==> src/rtl/axis_rr_arbiter.sv <==
// Packet-granular round-robin arbiter: NUM_PORTS AXI-Stream requesters share one
// registered AXI-Stream output. A grant is held from the first beat through tlast.
module axis_rr_arbiter #(
    parameter  int DATA_WIDTH = 32,
    parameter  int NUM_PORTS  = 4,
    localparam int IDW        = $clog2(NUM_PORTS)
) (
    input  logic                            clk,
    input  logic                            reset,
    input  logic [NUM_PORTS*DATA_WIDTH-1:0] s_axis_tdata,
    input  logic [NUM_PORTS-1:0]            s_axis_tvalid,
    output logic [NUM_PORTS-1:0]            s_axis_tready,
    input  logic [NUM_PORTS-1:0]            s_axis_tlast,
    output logic [DATA_WIDTH-1:0]           m_axis_tdata,
    output logic                            m_axis_tvalid,
    input  logic                            m_axis_tready,
    output logic                            m_axis_tlast,
    output logic                            grant_valid,
    output logic [IDW-1:0]                  grant_id
);

    typedef enum logic {
        IDLE,
        GRANTED
    } state_t;

    state_t                state;
    state_t                state_next;
    logic [IDW-1:0]        grant_next;
    logic [IDW-1:0]        last_grant;
    logic [IDW-1:0]        last_next;
    logic                  slot_ready;
    logic                  accept;
    logic [DATA_WIDTH-1:0] beat_data_p0;
    logic                  beat_last_p0;

    // First requester strictly after 'last', wrapping; only called when some bit of req is set.
    function automatic logic [IDW-1:0] rr_pick(input logic [NUM_PORTS-1:0] req,
                                               input logic [IDW-1:0]       last);
        logic [IDW-1:0] pick;
        logic           found;
        int             idx;
        pick  = last;
        found = 1'b0;
        for (int off = 1; off <= NUM_PORTS; off++) begin
            idx = int'(last) + off;
            if (idx >= NUM_PORTS) begin
                idx = idx - NUM_PORTS;
            end
            if (!found && req[idx]) begin
                pick  = IDW'(idx);
                found = 1'b1;
            end
        end
        return pick;
    endfunction

    assign slot_ready   = !m_axis_tvalid || m_axis_tready;
    assign beat_data_p0 = s_axis_tdata[int'(grant_id)*DATA_WIDTH +: DATA_WIDTH];
    assign beat_last_p0 = s_axis_tlast[grant_id];
    assign grant_valid  = (state == GRANTED);

    // Ready is built from state and the output slot only, never from any tvalid.
    always_comb begin
        state_next    = state;
        grant_next    = grant_id;
        last_next     = last_grant;
        s_axis_tready = '0;
        accept        = 1'b0;
        case (state)
            IDLE: begin
                if (|s_axis_tvalid) begin
                    grant_next = rr_pick(s_axis_tvalid, last_grant);
                    state_next = GRANTED;
                end
            end
            GRANTED: begin
                s_axis_tready[grant_id] = slot_ready;
                accept = s_axis_tvalid[grant_id] && slot_ready;
                if (accept && s_axis_tlast[grant_id]) begin
                    last_next  = grant_id;
                    state_next = IDLE;
                end
            end
            default: begin
                state_next = IDLE;
            end
        endcase
    end

    // Stage p0 -> p1: the granted beat lands in the output register.
    always_ff @(posedge clk or posedge reset) begin
        if (reset) begin
            state         <= IDLE;
            grant_id      <= IDW'(NUM_PORTS - 1);
            last_grant    <= IDW'(NUM_PORTS - 1);
            m_axis_tvalid <= 1'b0;
            m_axis_tdata  <= '0;
            m_axis_tlast  <= 1'b0;
        end else begin
            state      <= state_next;
            grant_id   <= grant_next;
            last_grant <= last_next;
            if (accept) begin
                m_axis_tdata  <= beat_data_p0;
                m_axis_tlast  <= beat_last_p0;
                m_axis_tvalid <= 1'b1;
            end else if (m_axis_tready) begin
                m_axis_tvalid <= 1'b0;
            end
        end
    end

endmodule

==> config.mk <==
export PLATFORM = sky130hd
export DESIGN_NAME = axis_rr_arbiter
export DESIGN_NICKNAME = d
export VERILOG_FILES = /design/src/rtl/axis_rr_arbiter.sv
export SDC_FILE = /design/constraint.sdc
export NUM_CORES = 1
export LEC_CHECK = 0
export CAP_MARGIN = 25
export CORE_MARGIN = 4
export CORE_UTILIZATION = 25
export CTS_CLUSTER_DIAMETER = 150
export DETAILED_ROUTE_END_ITERATION = 16
export PLACE_DENSITY = 0.62
export SLEW_MARGIN = 40
export SYNTH_ARGS = -nofsm -noshare
export SYNTH_HDL_FRONTEND = slang
export SYNTH_SLANG_ARGS = --single-unit
==> constraint.sdc <==
create_clock -name clk -period 2.25 [get_ports clk]
set_input_delay 0.5625 -clock clk [delete_from_list [all_inputs] [get_ports clk]]
set_output_delay 0.5625 -clock clk [all_outputs]
set_load 0.05 [all_outputs]
==> metrics.txt, run 1 <==
root buffer cell=clkbuf_8; placed cell areas=4760 um2; Skew-Pair Late Insertion Delay=0.28 ns; synth unique cells=35; Initial DRT Pass Iterations=4; worst-path maximum fanout=3; status=finished, final reports clean; antenna-violating nets left=0; Worst EP required=1.69 ns; routed via count=2,254; total gr overflow=0; synthesized cell area=2650 um2; Setup crit start kind=primary input; largest net degree at the start of global routing=22; number of diodes=0; setup TNS=0 ns; multi-input logic area=1560 um2; Slew Limit Headroom=63.9%; first-pass GRT wire length=12,700 um; Mapped Cells=158; Critical Path Sink Type=output port; CP arrival=1.64 ns; CTS tree=built; kind of critical path=primary input to output port; Final Hold Viols=0; Routed WL=8060 um; sequential-to-total area share from yosys stat=37.1%; Final nets=488; layout cell share with drive strength beyond 1=27.7%; unrepaired setup endpoints after global routing=false; Final HPWL DP=6660 um; die area=12,300 um2; Final Instance Area=4870 um2; Seq cells post-synth=39; Clock transition at path regs=0.07 ns; Power, Total=0.00695 W; # clock sinks=39; clk buf depth=2; count of input and output buffers=179; Initial Utilization=25.6%; synth-to-layout area growth=84.2%; power per cell area=1430 nW/um2; Slew Viols, Final=0; hold path depth=2; H-tree levels=2; Reg area=981 um2; endpoints failing setup=0; Fillers=929; peak supply drop=612 uV; Tcrit/Tclk final=98.0%; Die H=111 um; Core Area=10,300 um2; Layout Skew=0.00217 ns; worst setup margin=0.0457 ns; post-DR vias/cell=4.64; gr usage total=12.8%; static leakage=1.98 nW; cells on worst reg2reg path=4; initial antenna violation count=0; DRC Markers=0; syn_area_per_cell=16.7 um2; r2r setup slk=0.34 ns; min cycle time layout=2.20 ns; slew at the pin closest to its max-slew limit=0.540 ns; Ys Warns=0; TritonCTS Buffers=5; dpl ws=-0.0508 ns; Die W=111 um; fmax=454 MHz; vias in the first global route=2,439; # Max-Cap Violations=0; syn nets=297; RePlAce Congestion=0.803; Util after Layout=47.2%; hold-fix buffers at CTS=0; 1st-iter DRT viols=53; routed len/inst=16.6 um; Boundary Pins=180; Min-Delay Path Class=flop to flop; site row count=37
-- metrics by stage --
step / hold slack (ns) / cells
final: 0.500 / 486
after global routing: 0.530 / 486
after CTS: 0.513 / 486
after detailed placement: 0.490 / 477
after global placement: 0.461 / 477
after floorplan: 0.628 / 158
-- worst paths after layout --
kind                               startpoint                to
worst max-delay path            m_axis_tready  s_axis_tready[1]
worst min-delay path             m_axis_tlast      m_axis_tlast
worst max register to register    grant_id[0]  m_axis_tdata[19]
worst min register to register   m_axis_tlast      m_axis_tlast
max in group asynchronous               reset   m_axis_tdata[4]
min in group asynchronous               reset   m_axis_tdata[0]
-- area by class of cell --
class                      instances  area share, %
timing repair buffer             196           42.4
multi-input combinational        102           32.0
sequential                        39           20.1
tap                              136           3.49
clock buffer                       8           1.64
inverter                           5          0.385
-- flip-flops by register name (all words and copies together) (netlist names) --
register and count:
grant_valid 1, m_axis_tvalid 1, m_axis_tlast 1, grant_id 2, m_axis_tdata 32, last_grant 2
-- routing by layer --
layer	up-vias	part of all wire (%)	GRT usage, %
met4	0	0.78	2.46
met1	1102	39	14.5
met2	121	50	22.6
met3	7	10	5.40
met5	-	0	0
li1	1024	-	-
-- kinds of logic after synthesis --
group / Yosys count / synth area share, %
muxes: 69 / 49.6
AOI/OAI and AO/OA: 11 / 3.17
buffers and inverters: 17 / 5.58
DFF: 39 / 37.1
and+or+nand+nor: 22 / 4.54
-- report_power, final --
part           switching (W)  leakage, nW  internal (W)
Sequential          0.000269        0.451       0.00111
Clock               0.000228       0.0395      0.000220
Combinational        0.00254         1.49       0.00258
-- cells in the mapped netlist --
cell	number	share of area, %
or2_2	1	0.24
buf_8	1	0.57
inv_1	5	0.71
nand2_1	5	0.71
nand3_4	1	0.66
nor4_1	1	0.24
nand3_1	2	0.38
o211ai_1	1	0.28
buf_1	1	0.14
a221oi_1	1	0.33
nand2b_1	1	0.24
buf_2	1	0.19
mux2_2	6	2.6
nor2b_1	2	0.47
nor2_1	5	0.71
a22o_1	1	0.33
mux4_1	13	13
o21ai_0	2	0.38
o41a_1	1	0.43
a21oi_1	1	0.19
dfrtp_1	35	33
nand4_1	1	0.24
o221ai_1	1	0.33
nor3b_1	1	0.28
mux4_2	21	18
o311ai_0	1	0.33
a22oi_1	1	0.28
mux2_4	28	16
a21boi_0	1	0.28
clkbuf_1	3	0.43
buf_12	3	2.3
mux2i_1	1	0.38
buf_6	3	1.3
dfstp_2	4	4.0
nor3_1	2	0.38
-- critical path: stages --
cell and delay [ns]:
clkdlybuf4s50_1 0.46, nand2b_4 0.14, nand3_1 0.15, nor2_2 0.17
buf_12 0.15
-- repair_timing --
item / CTS / global route
setup endpoints to repair: 4 / 2
pin swaps: 1 / 1
setup buffers: 1 / 0
gates resized for setup: 4 / 2
gates cloned: 0 / 0
-- layout by cell type, fill, tap and decap left out, drive strengths merged --
| master | count |
|---|---|
| clkdlybuf4s50 | 172 |
| dfrtp | 35 |
| mux2 | 34 |
| mux4 | 34 |
| buf | 24 |
| clkbuf | 8 |
| inv | 5 |
| nand2 | 5 |
| nor2 | 5 |
| dfstp | 4 |
| nand3 | 3 |
| o21ai | 2 |
| nor3 | 2 |
| nor2b | 2 |
| nand2b | 1 |
| nand4 | 1 |
| a22oi | 1 |
| mux2i | 1 |
| o221ai | 1 |
| nor4 | 1 |
| a21boi | 1 |
| or2 | 1 |
| a221oi | 1 |
| o311ai | 1 |
| o211ai | 1 |
| nor3b | 1 |
| a21oi | 1 |
| o41a | 1 |
| a22o | 1 |
No activity file was read; power rests on OpenSTA's default activity.
==> run 2, diff against run 1 <==
--- a/config.mk
+++ b/config.mk
@@ -6,6 +6,7 @@
 export NUM_CORES = 1
 export LEC_CHECK = 0
 export CAP_MARGIN = 25
+export CORE_ASPECT_RATIO = 0.9
 export CORE_MARGIN = 4
 export CORE_UTILIZATION = 25
 export CTS_CLUSTER_DIAMETER = 150
==> metrics.txt, run 2 (same netlist as run 1, synthesis figures left out) <==
status=finished, final reports clean (unchanged); commonest non-fill, non-tap cell in the layout=clkdlybuf4s50_1 (unchanged); DRC Markers=0 (unchanged); Initial DRT Pass Iterations=4 (unchanged); hold path depth=2 (unchanged); r2r setup slk=0.34 ns (about the same); clk buf depth=2 (unchanged); fmax=455 MHz (was 454 MHz); reg2reg end=m_axis_tdata[29] (was m_axis_tdata[19]); Final Hold Viols=0 (unchanged); routed len/inst=16.3 um (was 16.6 um); Clock transition at path regs=0.06 ns (was 0.07 ns); CP arrival=1.64 ns (about the same); Switch Pwr=0.00303 W (was 0.00304 W); Combinational Power Share=70.3% (was 73.7%); site row count=35 (was 37); static leakage=2.00 nW (was 1.98 nW); Critical Path Sink Type=output port (unchanged); antenna-violating nets left=0 (unchanged); first-pass GRT wire length=11,800 um (was 12,700 um); Top reg by flops=m_axis_tdata (unchanged); hold path endpoint=m_axis_tlast (unchanged); most frequent cells in the layout=172 x clkdlybuf4s50_1, 35 x dfrtp_1, 28 x mux2_4 (unchanged); Die W=116 um (was 111 um); Min-Delay Path Class=flop to flop (unchanged); number of diodes=0 (unchanged); Tcrit/Tclk final=97.8% (was 98.0%); largest registers=m_axis_tdata: 32 flops, grant_id: 2 flops, last_grant: 2 flops (unchanged); routed via count=2,254 (unchanged); gr usage total=12.2% (was 12.8%); Util after Layout=47.7% (was 47.2%); Fillers=903 (was 929); largest net degree at the start of global routing=26 (was 22); count of input and output buffers=179 (unchanged); Initial Utilization=25.7% (was 25.6%); slew at the pin closest to its max-slew limit=0.539 ns (was 0.540 ns); Slew Limit Headroom=64.0% (was 63.9%); vias in the first global route=2,410 (was 2,439); sequential power share=19.6% (was 19.8%); initial antenna violation count=0 (unchanged); Slew Viols, Final=0 (unchanged); Setup crit start kind=primary input (unchanged); multi-input logic area=1560 um2 (unchanged); max reg flops=32 (unchanged); Final nets=486 (was 488); setup TNS=0 ns (unchanged); Layout Skew=0.00426 ns (was 0.00217 ns); endpoints failing setup=0 (unchanged); Routed WL=7770 um (was 8060 um); power share of the clock group=10.1% (was 6.5%); Final HPWL DP=6450 um (was 6660 um); R2R Path Start=grant_id[1] (was grant_id[0]); 1st-iter DRT viols=117 (was 53); CTS tree=built (unchanged); synth-to-layout area growth=85.8% (was 84.2%); H-tree levels=2 (unchanged); post-DR vias/cell=4.73 (was 4.64); total gr overflow=0 (unchanged); TritonCTS Buffers=5 (unchanged); cells on worst reg2reg path=4 (unchanged); root buffer cell=clkbuf_16 (was clkbuf_8); die area=12,300 um2 (about the same); unrepaired setup endpoints after global routing=false (unchanged); Worst EP required=1.69 ns (about the same); kind of critical path=primary input to output port (unchanged); layout cell share with drive strength beyond 1=27.9% (was 27.7%); peak supply drop=849 uV (was 612 uV); RePlAce Congestion=0.739 (was 0.803); Die H=106 um (was 111 um); Core Area=10,300 um2 (about the same); Boundary Pins=180 (unchanged); hold-fix buffers at CTS=0 (unchanged); Net Sw Frac=42.5% (was 43.7%); Skew-Pair Late Insertion Delay=0.27 ns (was 0.28 ns); worst-path maximum fanout=4 (was 3); Hold Path Origin=m_axis_tlast (unchanged); min cycle time layout=2.20 ns (about the same); Int Power=0.00411 W (was 0.00391 W); power per cell area=1450 nW/um2 (was 1430 nW/um2); # Max-Cap Violations=0 (unchanged); # clock sinks=39 (unchanged); Reg area=981 um2 (unchanged); hold_ws=0.489 ns (was 0.500 ns)
-- run 2: cell types whose count changed in the layout (fill, tap and decap cells not counted), sizes merged --
cell / before / now
buf: 24 / 22
-- run 2: how the worst max path moves through the flow --
stage / to / from / depth (start not counted) / slack (ns)
6_report: s_axis_tready[0] / m_axis_tready / 5 / 0.05
5_1_grt: s_axis_tready[0] / m_axis_tready / 5 / 0.005
3_5_place_dp: m_axis_tdata[29] / s_axis_tvalid[3] / 5 / -0.05
4_1_cts: s_axis_tready[0] / m_axis_tready / 5 / 0.008
2_1_floorplan: s_axis_tready[2] / grant_id[1] / 4 / -0.06
3_3_place_gp: m_axis_tdata[1] / s_axis_tvalid[3] / 5 / -0.03
-- run 2: routing by layer --
metal | global-route usage, % | share of wire, % | vias to the layer above
met5 | 0 | 0 | -
met4 | 3.07 | 1.0 | 0
met3 | 4.76 | 12 | 7
met2 | 21.2 | 50 | 121
met1 | 14.0 | 37 | 1095
li1 | - | - | 1031
-- run 2: layout make-up --
cell class                 instances  area share [%]
tap                              129            3.28
multi-input combinational        102            31.7
inverter                           5           0.382
timing repair buffer             194            41.5
sequential                        39            20.0
clock buffer                       8            3.18
-- run 2: power groups by stage --
stage / logic [W] / clock network [W] / registers [W]
final: 0.00502 / 0.000721 / 0.00140
after CTS: 0.00506 / 0.000750 / 0.00140
after detailed placement: 0.00503 / 0 / 0.00139
after global routing: 0.00527 / 0.000794 / 0.00146
after floorplan: 0.00238 / 0 / 0.00253
after global placement: 0.00499 / 0 / 0.00139
-- run 2: stage by stage --
| stage | cell area (um2) | worst slack [ns] | total power (W) | cells |
|---|---|---|---|---|
| after CTS | 4890 | 0.00820 | 0.00721 | 477 |
| after detailed placement | 4720 | -0.0549 | 0.00642 | 469 |
| final | 4910 | 0.0503 | 0.00714 | 477 |
| after global routing | 4910 | 0.00474 | 0.00752 | 477 |
| after global placement | 4720 | -0.0285 | 0.00638 | 469 |
| after floorplan | 2670 | -0.0621 | 0.00492 | 158 |
-- run 2: what timing repair did --
item / CTS / global route
endpoints found under the hold margin: 0 / 0
endpoints found under the setup margin: 4 / 3
pin swaps: 1 / 0
setup buffers: 0 / 0
resized for setup: 5 / 4
-- run 2: critical path, cell delays in order --
cell and delay [ns]:
clkdlybuf4s50_1 0.45, nand2b_4 0.13, nand2_2 0.09, nor3_4 0.24, buf_12 0.16
